==> src/rtl/stage_wb.sv <==
// rtl/stage_wb.sv - MEM/WB pipeline register with load extraction, misalignment check and retire counter
module stage_wb (
   input  logic        clock,
   input  logic        reset,
   input  logic        ex_mem_valid,
   input  logic        ex_mem_regwrite,
   input  logic        ex_mem_memtoreg,
   input  logic        ex_mem_memread,
   input  logic [2:0]  ex_mem_funct3,
   input  logic [4:0]  ex_mem_rd,
   input  logic [31:0] ex_mem_alu_result,
   input  logic [31:0] mem_read_data,
   input  logic        wb_stall,
   input  logic        wb_flush,
   output logic        wb_valid,
   output logic        wb_regwrite,
   output logic [4:0]  wb_rd,
   output logic [31:0] wb_write_data,
   output logic        wb_misaligned,
   output logic [63:0] wb_instret
);

   logic [1:0]  addr_lo;
   logic [7:0]  byte_sel;
   logic [15:0] half_sel;
   logic [31:0] load_data;
   logic [31:0] data_d;
   logic        misaligned_d;
   logic        regwrite_d;
   logic        retire_d;

   logic        valid_q;
   logic        regwrite_q;
   logic        misaligned_q;
   logic [4:0]  rd_q;
   logic [31:0] data_q;
   logic [63:0] instret_q;

   assign addr_lo = ex_mem_alu_result[1:0];

   // Misaligned loads still return data; the low offset bits are simply ignored by the lane select.
   always_comb begin
      byte_sel = mem_read_data[7:0];
      case (addr_lo)
         2'd0:    byte_sel = mem_read_data[7:0];
         2'd1:    byte_sel = mem_read_data[15:8];
         2'd2:    byte_sel = mem_read_data[23:16];
         default: byte_sel = mem_read_data[31:24];
      endcase
      half_sel = addr_lo[1] ? mem_read_data[31:16] : mem_read_data[15:0];
      load_data = mem_read_data;
      case (ex_mem_funct3)
         3'b000:  load_data = {{24{byte_sel[7]}}, byte_sel};
         3'b100:  load_data = {24'h000000, byte_sel};
         3'b001:  load_data = {{16{half_sel[15]}}, half_sel};
         3'b101:  load_data = {16'h0000, half_sel};
         default: load_data = mem_read_data;
      endcase
   end

   // funct3[1]=1 selects the word class, funct3[1:0]=01 the halfword loads.
   assign misaligned_d = ex_mem_memread &&
                         (((ex_mem_funct3[1:0] == 2'b01) && addr_lo[0]) ||
                          (ex_mem_funct3[1] && (addr_lo != 2'b00)));
   assign data_d       = ex_mem_memtoreg ? load_data : ex_mem_alu_result;
   assign regwrite_d   = ex_mem_regwrite && ex_mem_valid && (ex_mem_rd != 5'd0) && !misaligned_d;
   assign retire_d     = ex_mem_valid && !misaligned_d;

   always_ff @(posedge clock or posedge reset) begin
      if (reset) begin
         valid_q      <= 1'b0;
         regwrite_q   <= 1'b0;
         misaligned_q <= 1'b0;
         rd_q         <= 5'd0;
         data_q       <= 32'd0;
         instret_q    <= 64'd0;
      end else if (wb_flush) begin
         valid_q      <= 1'b0;
         regwrite_q   <= 1'b0;
         misaligned_q <= 1'b0;
         rd_q         <= 5'd0;
         data_q       <= 32'd0;
      end else if (!wb_stall) begin
         valid_q      <= ex_mem_valid;
         regwrite_q   <= regwrite_d;
         misaligned_q <= misaligned_d;
         rd_q         <= ex_mem_rd;
         data_q       <= data_d;
         if (retire_d) begin
            instret_q <= instret_q + 64'd1;
         end
      end
   end

   assign wb_valid      = valid_q;
   assign wb_regwrite   = regwrite_q;
   assign wb_misaligned = misaligned_q;
   assign wb_rd         = rd_q;
   assign wb_write_data = data_q;
   assign wb_instret    = instret_q;

endmodule

==> config.mk <==
export PLATFORM = sky130hd
export DESIGN_NAME = stage_wb
export DESIGN_NICKNAME = d
export VERILOG_FILES = /design/src/rtl/stage_wb.sv
export SDC_FILE = /design/constraint.sdc
export NUM_CORES = 1
export LEC_CHECK = 0
export ABC_AREA = 0
export CAP_MARGIN = 15
export CORE_MARGIN = 1.5
export CORE_UTILIZATION = 40
export CTS_BUF_LIST = sky130_fd_sc_hd__clkbuf_16
export DETAILED_ROUTE_END_ITERATION = 6
export PLACE_DENSITY = 0.72
export SLEW_MARGIN = 30
export SYNTH_ARGS = -nofsm -noshare
export SYNTH_HDL_FRONTEND = slang
export SYNTH_SLANG_ARGS = --single-unit
==> constraint.sdc <==
create_clock -name clock -period 4.3 [get_ports clock]
set_input_delay 1.075 -clock clock [delete_from_list [all_inputs] [get_ports clock]]
set_output_delay 1.075 -clock clock [all_outputs]
set_load 0.05 [all_outputs]
==> qor.yml, run 1 <==
sta:
  worst_clock_skew_ns: 0.006254
  final-hold-violation-count: 0
  setup_viol: 0
  rsz0062_at_grt: "no"
  holdWs_ns: 0.4831
  tightest_slew_ns: 0.7992
  period_share_pct: 73.55
  fmax_ghz: 0.3162
  setup_tns_ns: 0
  finalMaxSlewViolations: 0
  fin_crit_ns: 3.163
  slew_headroom_pct: 46.28
setup_path:
  critPathMaxFanout: 13
  worstRegToRegCells: 5
  worstSetupPathType: "input port to flip-flop"
  cp_data_required_time_ns: 4.56
  startpoint_type: "input port"
  cp-end-kind: "flip-flop"
  crit_arrival_ns: 3.42
global_routing:
  grt_pass1_vias: 5080
  grt_use_met1_pct: 32.16
  grt_max_degree: 61
  antenna_found_initial: 0
  busiest_layer: "met2"
  grt_pass1_wl_mm: 27.42
  global_route.usage.met2_pct: 39.94
  grtUsageMet3_pct: 4.610
  grt_usage_pct: 24.35
  globalRouteOverflowTotal: 0
detailed_routing:
  dr_total_vias: 5179
  avgViaCountPerCell: 5.780
  wl_per_cell_um: 19.42
  postRouteAntennaNets: 0
  firstDrtPassIters: 5
  wirelength_mm: 17.40
  drt_iter0_markers: 446
  drc_errors: 0
pwr:
  peakVddDrop_v: 0.0002436
  power_mw: 2.415
  power.static_leakage_nw: 3.268
  pwr_density_cell_nw_per_um2: 311.8
clock_network:
  cts.sinks: 104
  tritoncts: "built"
  clk_pin_slew_ns: 0.07
  post-cts-setup-buffer-count: 0
  root_buffer: "clkbuf_16"
  h-tree-depth: 3
  cts_repair_resize_count: 0
  cts_buffers: 9
  clockBufferDepth: 2
  insertion_delay_ns: 0.34
  hold_buffers: 0
synthesis:
  yosys_warnings: 0
  yosysTopAreaCell: "dfrtp_1"
  synth_compound_area_share_pct: 13.24
  yosysSeqAreaShare_pct: 47.82
  synth_top_family_by_area: "simple AND/OR/NAND/NOR gates"
  synth.top_cell.area_share_pct: 47.82
  synth-seq-cells: 104
  ys.flop_type: "dfrtp_1"
  yosysMostFrequentCell: "dfrtp_1"
  synthCells: 535
  synth-edff-count: 0
  syn_nets: 616
  yosys.area_share.simple_pct: 21.33
  syn_area_um2: 5443
  synthesis.area_per_instance_um2: 10.17
  synthArstFlopShare_pct: 100.0
  muxShareOfSynthArea_pct: 3.793
  synthTopCellsByCount: "104 x dfrtp_1, 35 x nand2_1, 35 x xnor2_1, 31 x a21oi_1, 30 x nand4_1"
  synthAdderAreaFrac_pct: 0.2299
  ys_types: 54
  synthXorXnorAreaFrac_pct: 10.14
  synth_area_leaders: "dfrtp_1 48%, xnor2_1 5.6%, xor2_1 4.5%"
final_layout:
  diodes: 0
  fin_cells: 896
  area.growth.synth_to_final_pct: 42.34
  drive_gt1_share_pct: 7.083
  fin_util_pct: 58.50
  regArea_um2: 2603
  fillCellCount: 1144
  num-nets-final: 797
  multi_input_area_um2: 2658
floorplanning:
  rows: 42
  die_x_um: 119.7
  core-area_um2: 13240
  initial_utilization_pct: 41.10
  boundaryPins: 184
  die_y_um: 119.7
  die_area_um2: 14320
placed_design:
  detailed_place_hpwl_mm: 12.97
  dpl.cell_count: 881
  port_buffers: 183
  gp_congestion: 0.8934
run:
  drv_cap: 0
status:
  status: "complete, no violations"
hold_path:
  holdPathStages: 1
  holdCritPathClass: "flip-flop to flip-flop"
[final timing paths]
| path | start | to | slack (ns) |
|---|---|---|---|
| setup / recovery | ex_mem_funct3[0] | wb_instret[52] | 1.14 |
| hold reg to reg | wb_write_data[10] | wb_write_data[10] | 0.48 |
| hold / removal | wb_write_data[10] | wb_write_data[10] | 0.48 |
| max in group asynchronous | reset | wb_instret[12] | 2.27 |
| setup reg to reg | wb_instret[24] | wb_instret[52] | 1.87 |
| min in group asynchronous | reset | wb_rd[2] | 1.22 |
[logic make-up (layout without fill, tap and decap cells)]
kind of cell	Yosys count	in the layout
compound gates	111	111
xor+xnor	63	63
flops	104	104
fa+ha+maj	1	1
simple gates	196	196
buf+inv	41	226
mux	19	19
[power breakdown]
group	total [mW]	internal [mW]	leakage, nW	switching (mW)
Combinational	0.539	0.210	1.73	0.329
Clock	0.803	0.442	0.143	0.361
Sequential	1.07	1.02	1.40	0.0486
[stage by stage]
step / worst slack (ns) / area [um^2]
CTS: 1.136 / 7745
global route: 0.9780 / 7747
detailed placement: 0.7613 / 7466
global placement: 0.8741 / 7466
floorplan: 0.4928 / 5443
finish: 1.137 / 7747
[placed cells by master, fill, tap and decap left out, types with 6 or more instances in the layout]
cell	instances
clkbuf_16	9
mux2i_1	15
a21o_1	7
and3_1	9
xnor2_1	35
a221oi_1	6
a21oi_1	31
nand2_1	35
dfrtp_1	104
nor4_2	6
nor3_1	16
o221ai_1	10
o21ai_0	14
nand4_1	30
inv_1	16
xor2_1	28
nand2b_1	7
o21ai_1	11
clkdlybuf4s50_1	183
buf_4	13
nor2_1	27
a22oi_1	18
nor4_1	8
nand3_1	23
and4_1	6
[routing by layer]
metal,share of wire (%),vias up
met5,0,-
met4,2.6,0
met3,7.9,33
met2,47,278
met1,42,2537
li1,-,2331
[flip-flops by register name (all words and copies together) (netlist names)]
name           cells
wb_misaligned      1
wb_rd              5
wb_write_data     32
wb_regwrite        1
wb_instret        64
wb_valid           1
[worst max-delay path, stage by stage]
cell and delay, ns:
clkdlybuf4s50_1 0.69, nand3_1 0.27, nand4_1 0.16, or4b_4 0.69, nor4b_2 0.32, xor2_1 0.21
[layout make-up]
cell class | instances | area share, %
inverter | 15 | 0.7590
clock inverter | 6 | 0.6944
clock buffer | 9 | 2.907
timing repair buffer | 196 | 24.90
tap | 176 | 2.842
sequential | 104 | 33.59
multi-input combinational | 390 | 34.30
Power figures use the tool's default switching activity.
==> run 2, diff against run 1 <==
==> constraint.sdc (replaced) <==
create_clock -name clock -period 3.1 [get_ports clock]
set_input_delay 0.775 -clock clock [delete_from_list [all_inputs] [get_ports clock]]
set_output_delay 0.775 -clock clock [all_outputs]
set_load 0.05 [all_outputs]
==> run 2 against run 1 <==
  * Worst setup slack got worse by 0.73 ns
  * Die area did not move
  * Core utilization rose by 0.43 points
  * Critical endpoint is now wb_instret[35]
  * Cell count rose by 0.78%
  * Total power rose by 34%
  * Critical path depth did not move
==> qor.yml, run 2 (synthesis results as in run 1) <==
final_layout:
  fin_cells: 903  # was 896
  fin_util_pct: 58.93  # was 58.50%
  diodes: 0  # unchanged
  largest_register_ffs: 64  # unchanged
  layout_commonest_cell: "clkdlybuf4s50_1"  # unchanged
  area.growth.synth_to_final_pct: 43.38  # was 42.34%
  design_area_um2: 7804  # was 7747 um^2
  layout_common_cells: "183 x clkdlybuf4s50_1, 104 x dfrtp_1, 35 x nand2_1, 35 x xnor2_1, 31 x a21oi_1"  # unchanged
  fillCellCount: 1158  # was 1144
  drive_gt1_share_pct: 8.116  # was 7.083%
  num-nets-final: 806  # was 797
clock_network:
  cts_repair_resize_count: 0  # unchanged
  cts.sinks: 104  # unchanged
  tritoncts: "built"  # unchanged
  insertion_delay_ns: 0.35  # was 0.34 ns
  h-tree-depth: 3  # unchanged
  hold_buffers: 0  # unchanged
  clockBufferDepth: 2  # unchanged
  cts_buffers: 9  # unchanged
  clk_pin_slew_ns: 0.07  # about the same
  root_buffer: "clkbuf_16"  # unchanged
  post-cts-setup-buffer-count: 0  # unchanged
sta:
  final-hold-violation-count: 0  # unchanged
  slew_headroom_pct: 53.97  # was 46.28%
  holdWs_ns: 0.4699  # was 0.4831 ns
  tightest_slew_ns: 0.6897  # was 0.7992 ns
  fin_crit_ns: 2.694
  finalMaxSlewViolations: 0  # unchanged
  period_share_pct: 86.92
  fmax_ghz: 0.3711
  worst_clock_skew_ns: 0.005837  # was 0.006254 ns
  setup_tns_ns: 0  # unchanged
  setup_viol: 0  # unchanged
  rsz0062_at_grt: "no"  # unchanged
  worst_slack_ns: 0.4055  # was 1.137 ns
status:
  status: "complete, no violations"  # unchanged
global_routing:
  globalRouteOverflowTotal: 0  # unchanged
  grt_max_degree: 105  # was 61
  antenna_found_initial: 0  # unchanged
  grt_usage_pct: 24.42  # was 24.35%
  grt_pass1_wl_mm: 27.39  # was 27.42 mm
  grt_pass1_vias: 5096  # was 5080
detailed_routing:
  firstDrtPassIters: 5  # unchanged
  wl_per_cell_um: 19.11  # was 19.42 um
  drc_errors: 0  # unchanged
  avgViaCountPerCell: 5.654  # was 5.780
  dr_total_vias: 5106  # was 5179
  wirelength_mm: 17.25  # was 17.40 mm
  drt_iter0_markers: 474  # was 446
  postRouteAntennaNets: 0  # unchanged
hold_path:
  hp-start: "wb_instret[63]"  # was wb_write_data[10]
  min_to: "wb_instret[63]"  # was wb_write_data[10]
  holdCritPathClass: "flip-flop to flip-flop"  # unchanged
  holdPathStages: 1  # unchanged
setup_path:
  startpoint_type: "input port"  # unchanged
  reg2reg_from: "wb_instret[24]"  # unchanged
  worstRegToRegCells: 5  # unchanged
  crit_arrival_ns: 2.96  # was 3.42 ns
  rrSetupSlack_ns: 0.69  # was 1.87 ns
  worstReg2RegEnd: "wb_instret[58]"  # was wb_instret[52]
  cp_data_required_time_ns: 3.37  # was 4.56 ns
  worstSetupPathType: "input port to flip-flop"  # unchanged
  cp-end-kind: "flip-flop"  # unchanged
  critPathMaxFanout: 6  # was 13
floorplanning:
  die_area_um2: 14320  # unchanged
  die_y_um: 119.7  # unchanged
  die_x_um: 119.7  # unchanged
  rows: 42  # unchanged
  boundaryPins: 184  # unchanged
  initial_utilization_pct: 41.10  # unchanged
  core-area_um2: 13240  # unchanged
placed_design:
  place_ws_ns: 0.1036  # was 0.7613 ns
  postPlaceCellArea_um2: 7562  # was 7466 um^2
  detailed_place_hpwl_mm: 12.69  # was 12.97 mm
  gp_congestion: 0.8765  # was 0.8934
  port_buffers: 183  # unchanged
  dpl.cell_count: 890  # was 881
pwr:
  pwr_density_cell_nw_per_um2: 415.9  # was 311.8 nW/um^2
  power_mw: 3.246  # was 2.415 mW
  power.static_leakage_nw: 3.298  # was 3.268 nW
  peakVddDrop_v: 0.0002837  # was 0.0002436 V
run:
  drv_cap: 0  # unchanged
-- run 2: cell types whose count changed in the layout (fill, tap and decap cells not counted), sizes merged --
cell | before | now
buf | 13 | 22
bufinv | 1 | 0
inv | 17 | 15
clkinvlp | 0 | 1
-- run 2: worst max-delay path by stage --
stage,startpoint,end,slack (ns)
3_3_place_gp,wb_flush,wb_instret[57],0.15
5_1_grt,wb_flush,wb_instret[35],0.32
4_1_cts,wb_flush,wb_instret[35],0.43
2_1_floorplan,ex_mem_alu_result[1],wb_instret[56],0.57
3_5_place_dp,wb_flush,wb_instret[45],0.10
6_report,wb_flush,wb_instret[35],0.41
-- run 2: final cells by class --
type / count / area [um^2] / area share, %
clock buffers: 9 / 225.2 / 2.886
inverters: 15 / 60.06 / 0.7696
clock inverters: 4 / 16.27 / 0.2084
well taps: 176 / 220.2 / 2.822
repair buffers: 205 / 2022 / 25.91
multi-input cells: 390 / 2658 / 34.05
flip-flops and latches: 104 / 2603 / 33.35
-- run 2: worst max-delay path: stages --
cell	delay [ns]
clkdlybuf4s50_1	0.43
or2_4	0.28
or3_1	0.36
or4b_1	0.66
nor3_2	0.27
xor2_1	0.18
-- run 2: where the power goes --
part	switching (mW)	internal, mW
Clock	0.479	0.522
Combinational	0.463	0.297
Sequential	0.0631	1.42
Total	1.00	2.24
-- run 2: layer usage --
layer  part of all wire [%]  vias to the layer above  GRT usage (%)
met2                     48                      217          40.48
met1                     43                     2519          32.18
li1                       -                     2346              -
met5                      0                        -              0
met3                    6.6                       24          4.420
met4                    2.0                        0          8.631
==> run 3, diff against run 2 <==
==> constraint.sdc (replaced) <==
create_clock -name clock -period 3.1 [get_ports clock]
set_input_delay 0.775 -clock clock [delete_from_list [all_inputs] [get_ports clock]]
set_output_delay 0.775 -clock clock [all_outputs]
set_load 0.01 [all_outputs]
==> results of run 3 <==
Same layout as run 2 (identical final DEF). Status: complete, no violations.
Main changes from that run: total power 3.246 mW -> 3.044 mW; worst IR drop on VDD 0.0002837 V -> 0.0002825 V
